===== src/rtl/sram_arbiter.sv =====
// sram_arbiter
//
// Two-port round-robin arbiter and access sequencer for the shared 1Mx16
// external SRAM. Port 0 is the CPU memory path; port 1 is an auxiliary
// requester such as a video or sprite fetch engine. One access is granted
// at a time. The active-low SRAM strobes are held for WAIT_CYCLES cycles,
// and then the winning port gets a one-cycle Ack. Every output is a register.
//
// Ports:
//   Clk, Reset                 clock and synchronous active-high reset
//   Req0/We0/Addr0/Wdata0      port 0 request (level, held until Ack0)
//   Ack0/Rdata0                port 0 completion pulse and read data
//   Req1/We1/Addr1/Wdata1      port 1 request (level, held until Ack1)
//   Ack1/Rdata1                port 1 completion pulse and read data
//   ADDR, Data_Out             SRAM address and write data to the tristate buffer
//   Data_In                    read data from the tristate buffer
//   CE, UB, LB, OE, WE         SRAM strobes, all active-low
//
// Timing with the request sampled in IDLE at cycle 0:
//   cycles 1..WAIT_CYCLES  ACCESS (strobes active)
//   cycle WAIT_CYCLES+1    DONE (strobes released, Ack pulsed)

module sram_arbiter #(
  parameter int ADDR_W      = 20,
  parameter int DATA_W      = 16,
  parameter int WAIT_CYCLES = 2
) (
  input  logic              Clk,
  input  logic              Reset,

  input  logic              Req0,
  input  logic              We0,
  input  logic [ADDR_W-1:0] Addr0,
  input  logic [DATA_W-1:0] Wdata0,
  output logic              Ack0,
  output logic [DATA_W-1:0] Rdata0,

  input  logic              Req1,
  input  logic              We1,
  input  logic [ADDR_W-1:0] Addr1,
  input  logic [DATA_W-1:0] Wdata1,
  output logic              Ack1,
  output logic [DATA_W-1:0] Rdata1,

  output logic [ADDR_W-1:0] ADDR,
  output logic [DATA_W-1:0] Data_Out,
  input  logic [DATA_W-1:0] Data_In,
  output logic              CE,
  output logic              UB,
  output logic              LB,
  output logic              OE,
  output logic              WE
);

  // The counter only has to hold WAIT_CYCLES-1 down to 0. It is kept at
  // least 1 bit wide so that WAIT_CYCLES = 1 still elaborates.
  localparam int CNT_W = (WAIT_CYCLES > 1) ? $clog2(WAIT_CYCLES) : 1;
  localparam logic [CNT_W-1:0] CNT_INIT = CNT_W'(WAIT_CYCLES - 1);

  typedef enum logic [1:0] {
    IDLE   = 2'd0,
    ACCESS = 2'd1,
    DONE   = 2'd2
  } state_t;

  state_t             state;
  logic               last_grant;
  logic               winner;
  logic               op_write;
  logic [CNT_W-1:0]   count;

  logic               pick_valid;
  logic               pick_port;
  logic               pick_we;
  logic [ADDR_W-1:0]  pick_addr;
  logic [DATA_W-1:0]  pick_wdata;

  // Round-robin choice. On a tie, the port that did not win last time is
  // granted. If only one port is requesting, that port wins.
  always_comb begin
    pick_valid = Req0 | Req1;
    pick_port  = 1'b0;
    if (Req0 && Req1) begin
      pick_port = ~last_grant;
    end else if (Req1) begin
      pick_port = 1'b1;
    end

    pick_we    = We0;
    pick_addr  = Addr0;
    pick_wdata = Wdata0;
    if (pick_port) begin
      pick_we    = We1;
      pick_addr  = Addr1;
      pick_wdata = Wdata1;
    end
  end

  // Sequencer. The strobes are registered. They are set up on the grant
  // edge, so they are already active in the first ACCESS cycle. They are
  // released on the edge that enters DONE. WE therefore goes high a full
  // cycle before ADDR can be reloaded in the following IDLE.
  always_ff @(posedge Clk) begin
    if (Reset) begin
      state      <= IDLE;
      last_grant <= 1'b1;
      winner     <= 1'b0;
      op_write   <= 1'b0;
      count      <= '0;
      Ack0       <= 1'b0;
      Ack1       <= 1'b0;
      Rdata0     <= '0;
      Rdata1     <= '0;
      ADDR       <= '0;
      Data_Out   <= '0;
      CE         <= 1'b1;
      UB         <= 1'b1;
      LB         <= 1'b1;
      OE         <= 1'b1;
      WE         <= 1'b1;
    end else begin
      Ack0 <= 1'b0;
      Ack1 <= 1'b0;

      case (state)
        IDLE: begin
          if (pick_valid) begin
            ADDR       <= pick_addr;
            Data_Out   <= pick_wdata;
            op_write   <= pick_we;
            winner     <= pick_port;
            last_grant <= pick_port;
            count      <= CNT_INIT;
            CE         <= 1'b0;
            UB         <= 1'b0;
            LB         <= 1'b0;
            OE         <= pick_we;
            WE         <= ~pick_we;
            state      <= ACCESS;
          end
        end

        ACCESS: begin
          if (count == '0) begin
            // Data_In is valid in the last strobe cycle. Only the
            // winner's read register is loaded, so the other port's
            // data stays untouched.
            if (!op_write) begin
              if (winner) begin
                Rdata1 <= Data_In;
              end else begin
                Rdata0 <= Data_In;
              end
            end
            CE    <= 1'b1;
            UB    <= 1'b1;
            LB    <= 1'b1;
            OE    <= 1'b1;
            WE    <= 1'b1;
            Ack0  <= ~winner;
            Ack1  <= winner;
            state <= DONE;
          end else begin
            count <= count - 1'b1;
          end
        end

        DONE: begin
          state <= IDLE;
        end

        default: begin
          CE    <= 1'b1;
          UB    <= 1'b1;
          LB    <= 1'b1;
          OE    <= 1'b1;
          WE    <= 1'b1;
          state <= IDLE;
        end
      endcase
    end
  end

  // Completion pulses are exclusive, and they only appear in DONE.
  assert property (@(posedge Clk) disable iff (Reset) !(Ack0 && Ack1));
  assert property (@(posedge Clk) disable iff (Reset) (Ack0 || Ack1) |-> (state == DONE));

endmodule


===== config.mk =====
export PLATFORM = sky130hd
export DESIGN_NAME = sram_arbiter
export DESIGN_NICKNAME = d
export VERILOG_FILES = /design/src/rtl/sram_arbiter.sv
export SDC_FILE = /design/constraint.sdc
export NUM_CORES = 1
export LEC_CHECK = 0
export ABC_AREA = 1
export CORE_MARGIN = 1.5
export CORE_UTILIZATION = 42
export CTS_CLUSTER_DIAMETER = 50
export DETAILED_ROUTE_END_ITERATION = 6
export GPL_TIMING_DRIVEN = 0
export PLACE_DENSITY = 0.95
export SLEW_MARGIN = 5
export SYNTH_ARGS = -nofsm -noshare
export SYNTH_HDL_FRONTEND = slang
export SYNTH_SLANG_ARGS = --single-unit

===== constraint.sdc =====
create_clock -name Clk -period 3.2 [get_ports Clk]
set_clock_uncertainty 0.2 [all_clocks]
set_input_delay 0.96 -clock Clk [delete_from_list [all_inputs] [get_ports Clk]]
set_output_delay 0.96 -clock Clk [all_outputs]
set_load 0.02 [all_outputs]

==> results.py, run 1 <==
metrics = {
    "clocking": {
        "clk_pin_slew_worst_paths_ps": 80,
        "clock_sinks": 79,
        "post-cts-setup-buffers": 0,
        "cts_root_buf": "clkbuf_8",
        "max-clock-path-buffers": 2,
        "numCtsBuffers": 9,
        "ctsResizeCount": 0,
        "ctsHoldBuffers": 0,
        "htreeDepth": 3,
        "cts_tree": "yes",
        "worstSkewPairLatency_ps": 340,
    },
    "global_routing": {
        "grtUsageTotal_pct": 24.6,
        "antenna_found_initial": 0,
        "grt_pass1_wl_mm": 16.3,
        "grt_pass1_vias": 3493,
        "grt_start_max_net_pins": 14,
        "overflow": 0,
    },
    "setup_path": {
        "crit_fanout": 4,
        "r2r_start": "last_grant",
        "rr_worst_depth": 6,
        "reg2reg_slack_ps": 1600,
        "cp_cell_sequence": "buf_4, clkdlybuf4s50_1",
        "cp-start-kind": "flip-flop",
        "max_stage_delay_ps": 590,
        "cpLargestDelayFamily": "buffers and inverters",
        "path_class": "reg2out",
        "path_buf_inv": 2,
        "cp.required_ps": 2040,
        "reg2reg_to": "Data_Out[9]",
        "critPathCaptureType": "output pin",
        "crit_arrival_ps": 1440,
        "slowest_stage": "clkdlybuf4s50_1",
    },
    "drt": {
        "dr.pass1.iters": 5,
        "routedWlPerCell_um": 13.9,
        "drc_errors": 0,
        "routed_wl_mm": 10.0,
        "drt_iter0_markers": 131,
        "final_antenna_net_count": 0,
        "viasPerCell": 4.92,
        "via_count": 3555,
    },
    "finish": {
        "nNetsFinal": 713,
        "fin_util_pct": 71.5,
        "n_antenna_cell": 0,
        "syn2layout_area_growth_pct": 62.9,
        "layout-drive-gt1-share_pct": 7.38,
        "fill_cells": 570,
    },
    "floorplan": {
        "rows": 31,
        "start_util_pct": 43.9,
        "io_pins": 169,
        "die_area_um2": 8200,
        "die_w_um": 90.6,
        "fp.dieH_um": 90.6,
        "core-area_um2": 7330,
    },
    "hold_path": {
        "holdPathStages": 2,
        "min_to": "OE",
        "hp-class": "reg2reg",
        "min-delay-start": "OE",
    },
    "synth": {
        "postSynthCellCount": 440,
        "synth_edf_count": 0,
        "synth-seq-area-share_pct": 49.1,
        "ys_seq_elements": 79,
        "synth.distinct_cells": 18,
        "async_reset_ff_share_pct": 0,
        "synthFlopType": "dfxtp_1",
        "yosys_warnings": 0,
        "synth_common_cells": "nor2_1 (105), nand2_1 (87), dfxtp_1 (79)",
        "synth_fp_nets": 534,
        "yosysMostFrequentCell": "nor2_1",
        "avgSynthCellArea_um2": 7.32,
        "syn_area_um2": 3220,
        "synth_top_area_share_pct": 49.1,
        "synth_top_cell_by_area": "dfxtp_1",
        "synthTopCellsByArea": "dfxtp_1 (49%), nor2_1 (12%), nand2_1 (10%), o21ai_1 (6.8%), a21oi_1 (6.2%)",
    },
    "timing": {
        "fin_crit_sh_pct": 81.1,
        "max_freq_mhz": 385,
        "grt_setup_unrepaired": "no",
        "tightestPinTransition_ps": 479,
        "slew_violations": 0,
        "tns_ps": 0,
        "hold_viol": 0,
        "slew_headroom_pct": 68.0,
        "setup_viol": 0,
        "fin_crit_ps": 2600,
    },
    "pwr": {
        "ir_drop_uv": 296,
        "p_leak_nw": 2.14,
        "power_density_nw_per_um2": 525,
        "power.total_mw": 2.76,
    },
    "run_status": {
        "outcome": "completed",
    },
    "placed_design": {
        "dp_hpwl_mm": 7.82,
        "port_buffers": 168,
        "gp_congestion": 0.862,
    },
    "run": {
        "cap_violations": 0,
    },
}
worst min-delay path, stage by stage, from the launching register on:
cell	delay (ps)
dfxtp_1	330
nand2_1	50
nand3_1	60
through the flow:
stage	hold WS [ps]	instances	instance area [um^2]	setup WS (ps)
6_report	279	722	5250	605
5_1_grt	312	722	5250	543
4_1_cts	283	722	5250	584
3_5_place_dp	264	707	5020	468
3_3_place_gp	242	707	5020	543
2_1_floorplan	229	440	3220	1200
layout make-up:
cell class,instances,area (um^2),share of cell area (%)
repair buffers,168,1680,32.1
flip-flops and latches,79,1580,30.2
multi-input cells,319,1390,26.5
plain buffers,29,196,3.75
clock buffers,10,138,2.62
well taps,99,124,2.36
clock inverters,5,82.6,1.57
inverters,13,51.3,0.978
logic make-up after synthesis:
family,count (synthesis),share of synthesized area (%)
simple gates,208,25.9
compound gates,111,17.3
flops,79,49.1
buf+inv,42,7.70
worst max-delay path by stage:
stage / from / cells past startpoint / slack (ps) / endpoint
2_1_floorplan: Req0 / 8 / 1200 / Data_Out[1]
3_3_place_gp: Req1 / 6 / 540 / Data_Out[3]
3_5_place_dp: Reset / 6 / 470 / Rdata0[7]
4_1_cts: LB / 2 / 580 / LB
5_1_grt: LB / 2 / 540 / LB
6_report: LB / 2 / 600 / LB
sequential cells by signal, summed over array words and instances, names as in the netlist, 2 cells and up:
| name | flops |
|---|---|
| ADDR | 20 |
| Data_Out | 16 |
| Rdata0 | 16 |
| Rdata1 | 16 |
| state | 2 |
power by group:
part / internal [mW] / switching [mW] / leakage [nW]
Sequential: 1.08 / 0.0609 / 0.650
Combinational: 0.389 / 0.408 / 1.38
Clock: 0.458 / 0.357 / 0.112
layout by cell type (no fill, tap or decap):
| cell type | n |
|---|---|
| a21oi_1 | 40 |
| buf_1 | 1 |
| buf_2 | 7 |
| buf_4 | 5 |
| buf_6 | 8 |
| bufinv_16 | 2 |
| clkbuf_1 | 8 |
| clkbuf_8 | 10 |
| clkdlybuf4s50_1 | 168 |
| clkinv_2 | 3 |
| clkinv_4 | 2 |
| dfxtp_1 | 79 |
| inv_1 | 7 |
| inv_2 | 4 |
| nand2_1 | 87 |
| nand3_1 | 11 |
| nand3_4 | 2 |
| nor2_1 | 105 |
| nor2_2 | 2 |
| nor2_4 | 1 |
| o21ai_0 | 27 |
| o21ai_1 | 44 |
routing by layer:
| layer | global-route usage, % | share of wire [%] |
|---|---|---|
| met3 | 6.31 | 8.1 |
| met1 | 28.4 | 41 |
| met2 | 43.5 | 49 |
| met4 | 9.13 | 2.1 |
| met5 | 0 | 0 |
Power figures use the tool's default switching activity.
==> run 2, diff against run 1 <==
--- a/config.mk
+++ b/config.mk
@@ -7,11 +7,11 @@
 export LEC_CHECK = 0
 export ABC_AREA = 1
 export CORE_MARGIN = 1.5
-export CORE_UTILIZATION = 42
+export CORE_UTILIZATION = 36
 export CTS_CLUSTER_DIAMETER = 50
 export DETAILED_ROUTE_END_ITERATION = 6
 export GPL_TIMING_DRIVEN = 0
-export PLACE_DENSITY = 0.95
+export PLACE_DENSITY = 0.88
 export SLEW_MARGIN = 5
 export SYNTH_ARGS = -nofsm -noshare
 export SYNTH_HDL_FRONTEND = slang
==> constraint.sdc (replaced) <==
create_clock -name Clk -period 2.1 [get_ports Clk]
set_clock_uncertainty 0.2 [all_clocks]
set_input_delay 0.63 -clock Clk [delete_from_list [all_inputs] [get_ports Clk]]
set_output_delay 0.63 -clock Clk [all_outputs]
set_load 0.02 [all_outputs]
==> run 2 against run 1 <==
Compared with the run above: utilization is 12 points lower; critical endpoint is now Rdata0[9]; clock power rose by 53%; sequential cell count unchanged; global-route usage is 3.7 points lower; via count shrank 1.1%; routed wire length decreased by 1.4%; sequential power rose by 52%.
==> results.py, run 2 (synthesis gave the netlist of run 1 again) <==
metrics = {
    "run_status": {
        "outcome": "completed",
    },
    "clocking": {
        "cts_root_buf": "clkbuf_8",
        "max-clock-path-buffers": 2,
        "ctsResizeCount": 74,
        "worstSkewPairLatency_ps": 340,
        "htreeDepth": 3,
        "ctsHoldBuffers": 0,
        "cts_tree": "yes",
        "post-cts-setup-buffers": 0,
        "clk_pin_slew_worst_paths_ps": 80,
        "numCtsBuffers": 9,
        "clock_sinks": 79,
    },
    "floorplan": {
        "core-area_um2": 8680,
        "die_w_um": 97.6,
        "fp.dieH_um": 97.6,
        "start_util_pct": 37.1,
        "rows": 34,
        "io_pins": 169,
        "die_area_um2": 9520,
    },
    "pwr": {
        "p_leak_nw": 2.44,
        "ir_drop_uv": 328,
        "power_density_nw_per_um2": 791,
    },
    "setup_path": {
        "cp-start-kind": "input pin",
        "crit_arrival_ps": 2070,
        "path_buf_inv": 4,
        "reg2reg_slack_ps": 510,
        "slowest_stage": "clkdlybuf4s50_1",
        "critPathCaptureType": "flip-flop",
        "cp.required_ps": 2170,
        "cpLargestDelayFamily": "buffers and inverters",
        "r2r_start": "state[1]",
        "path_class": "in2reg",
        "reg2reg_to": "Data_Out[0]",
        "rr_worst_depth": 8,
        "cp_cell_sequence": "clkdlybuf4s50_1, inv_1, buf_2, clkbuf_1, o21ai_1, nor2_1",
        "max_stage_delay_ps": 480,
        "crit_fanout": 10,
        "path_depth": 6,
    },
    "finish": {
        "fin_cells": 731,
        "final_cell_mix": "nor2_1 (105), clkdlybuf4s50_1 (93), nand2_1 (87)",
        "multi_input_area_um2": 1390,
        "nNetsFinal": 713,
        "top_register": "ADDR",
        "layout-drive-gt1-share_pct": 8.19,
        "fill_cells": 856,
        "syn2layout_area_growth_pct": 60.7,
        "final_common_cell": "nor2_1",
        "fin_util_pct": 59.6,
        "n_antenna_cell": 0,
        "seq_area_um2": 1580,
        "largest_register_ffs": 20,
    },
    "hold_path": {
        "holdPathStages": 2,
        "min_to": "Rdata0[5]",
        "hp-class": "reg2reg",
        "min-delay-start": "Rdata0[5]",
    },
    "placed_design": {
        "dp_cells": 716,
        "gp_congestion": 0.830,
        "port_buffers": 168,
        "dp_hpwl_mm": 7.79,
        "dp_slack_ps": -291,
    },
    "timing": {
        "grt_setup_unrepaired": "no",
        "slew_violations": 0,
        "fin_crit_ps": 1990,
        "fin_crit_sh_pct": 94.9,
        "hold_viol": 0,
        "slew_headroom_pct": 70.1,
        "max_freq_mhz": 502,
        "tns_ps": 0,
        "tightestPinTransition_ps": 449,
        "setup_viol": 0,
        "setup_ws_ps": 107,
        "holdWs_ps": 285,
    },
    "drt": {
        "drt_iter0_markers": 169,
        "drc_errors": 0,
        "dr.pass1.iters": 4,
        "via_count": 3517,
        "final_antenna_net_count": 0,
        "routed_wl_mm": 9.88,
        "viasPerCell": 4.81,
        "routedWlPerCell_um": 13.5,
    },
    "global_routing": {
        "overflow": 0,
        "grt_pass1_wl_mm": 16.1,
        "antenna_found_initial": 0,
        "grt_start_max_net_pins": 14,
        "grtUsageTotal_pct": 20.9,
        "grt_pass1_vias": 3502,
    },
    "run": {
        "cap_violations": 0,
    },
}
## run 2: metrics by stage
step                      power (mW)  area [um^2]
after global routing            4.31         5170
final                           4.09         5170
after detailed placement        2.98         5040
after CTS                       4.13         5160
after global placement          2.95         5040
after floorplan                 2.39         3220
## run 2: worst max path at each step
stage / startpoint / endpoint
6_report: Reset / Rdata0[9]
3_5_place_dp: Req0 / Data_Out[0]
2_1_floorplan: Req0 / Data_Out[1]
3_3_place_gp: Req0 / Data_Out[0]
4_1_cts: Ack1 / Ack1
5_1_grt: Reset / Rdata1[6]
## run 2: power breakdown
part           internal [mW]  total (mW)  switching (mW)
clock network          0.698        1.25           0.553
registers               1.65        1.73          0.0829
logic                  0.496        1.11           0.615
total                   2.84        4.09            1.25
## run 2: cell type report
cell class | instances | area share [%]
plain buffers | 29 | 3.92
clock buffers | 10 | 2.66
clock inverters | 5 | 1.60
inverters | 13 | 0.992
multi-input cells | 319 | 26.9
flip-flops and latches | 79 | 30.6
well taps | 108 | 2.61
repair buffers | 168 | 30.8
## run 2: metal layers
layer	routed length, um	up-vias	GRT usage, %
met1	3990	1566	22.7
li1	-	1778	-
met5	0	-	0
met2	4910	156	38.0
met3	784	17	6.19
met4	199	0	7.80
## run 2: worst register-to-register path, delay by kind of cell, from the launching register on
kind / cells / cell delay (ps)
flip-flops: 1 / 390
AND/OR/NAND/NOR: 4 / 310
buffers and inverters: 3 / 420
AO/OA/AOI/OAI: 1 / 170
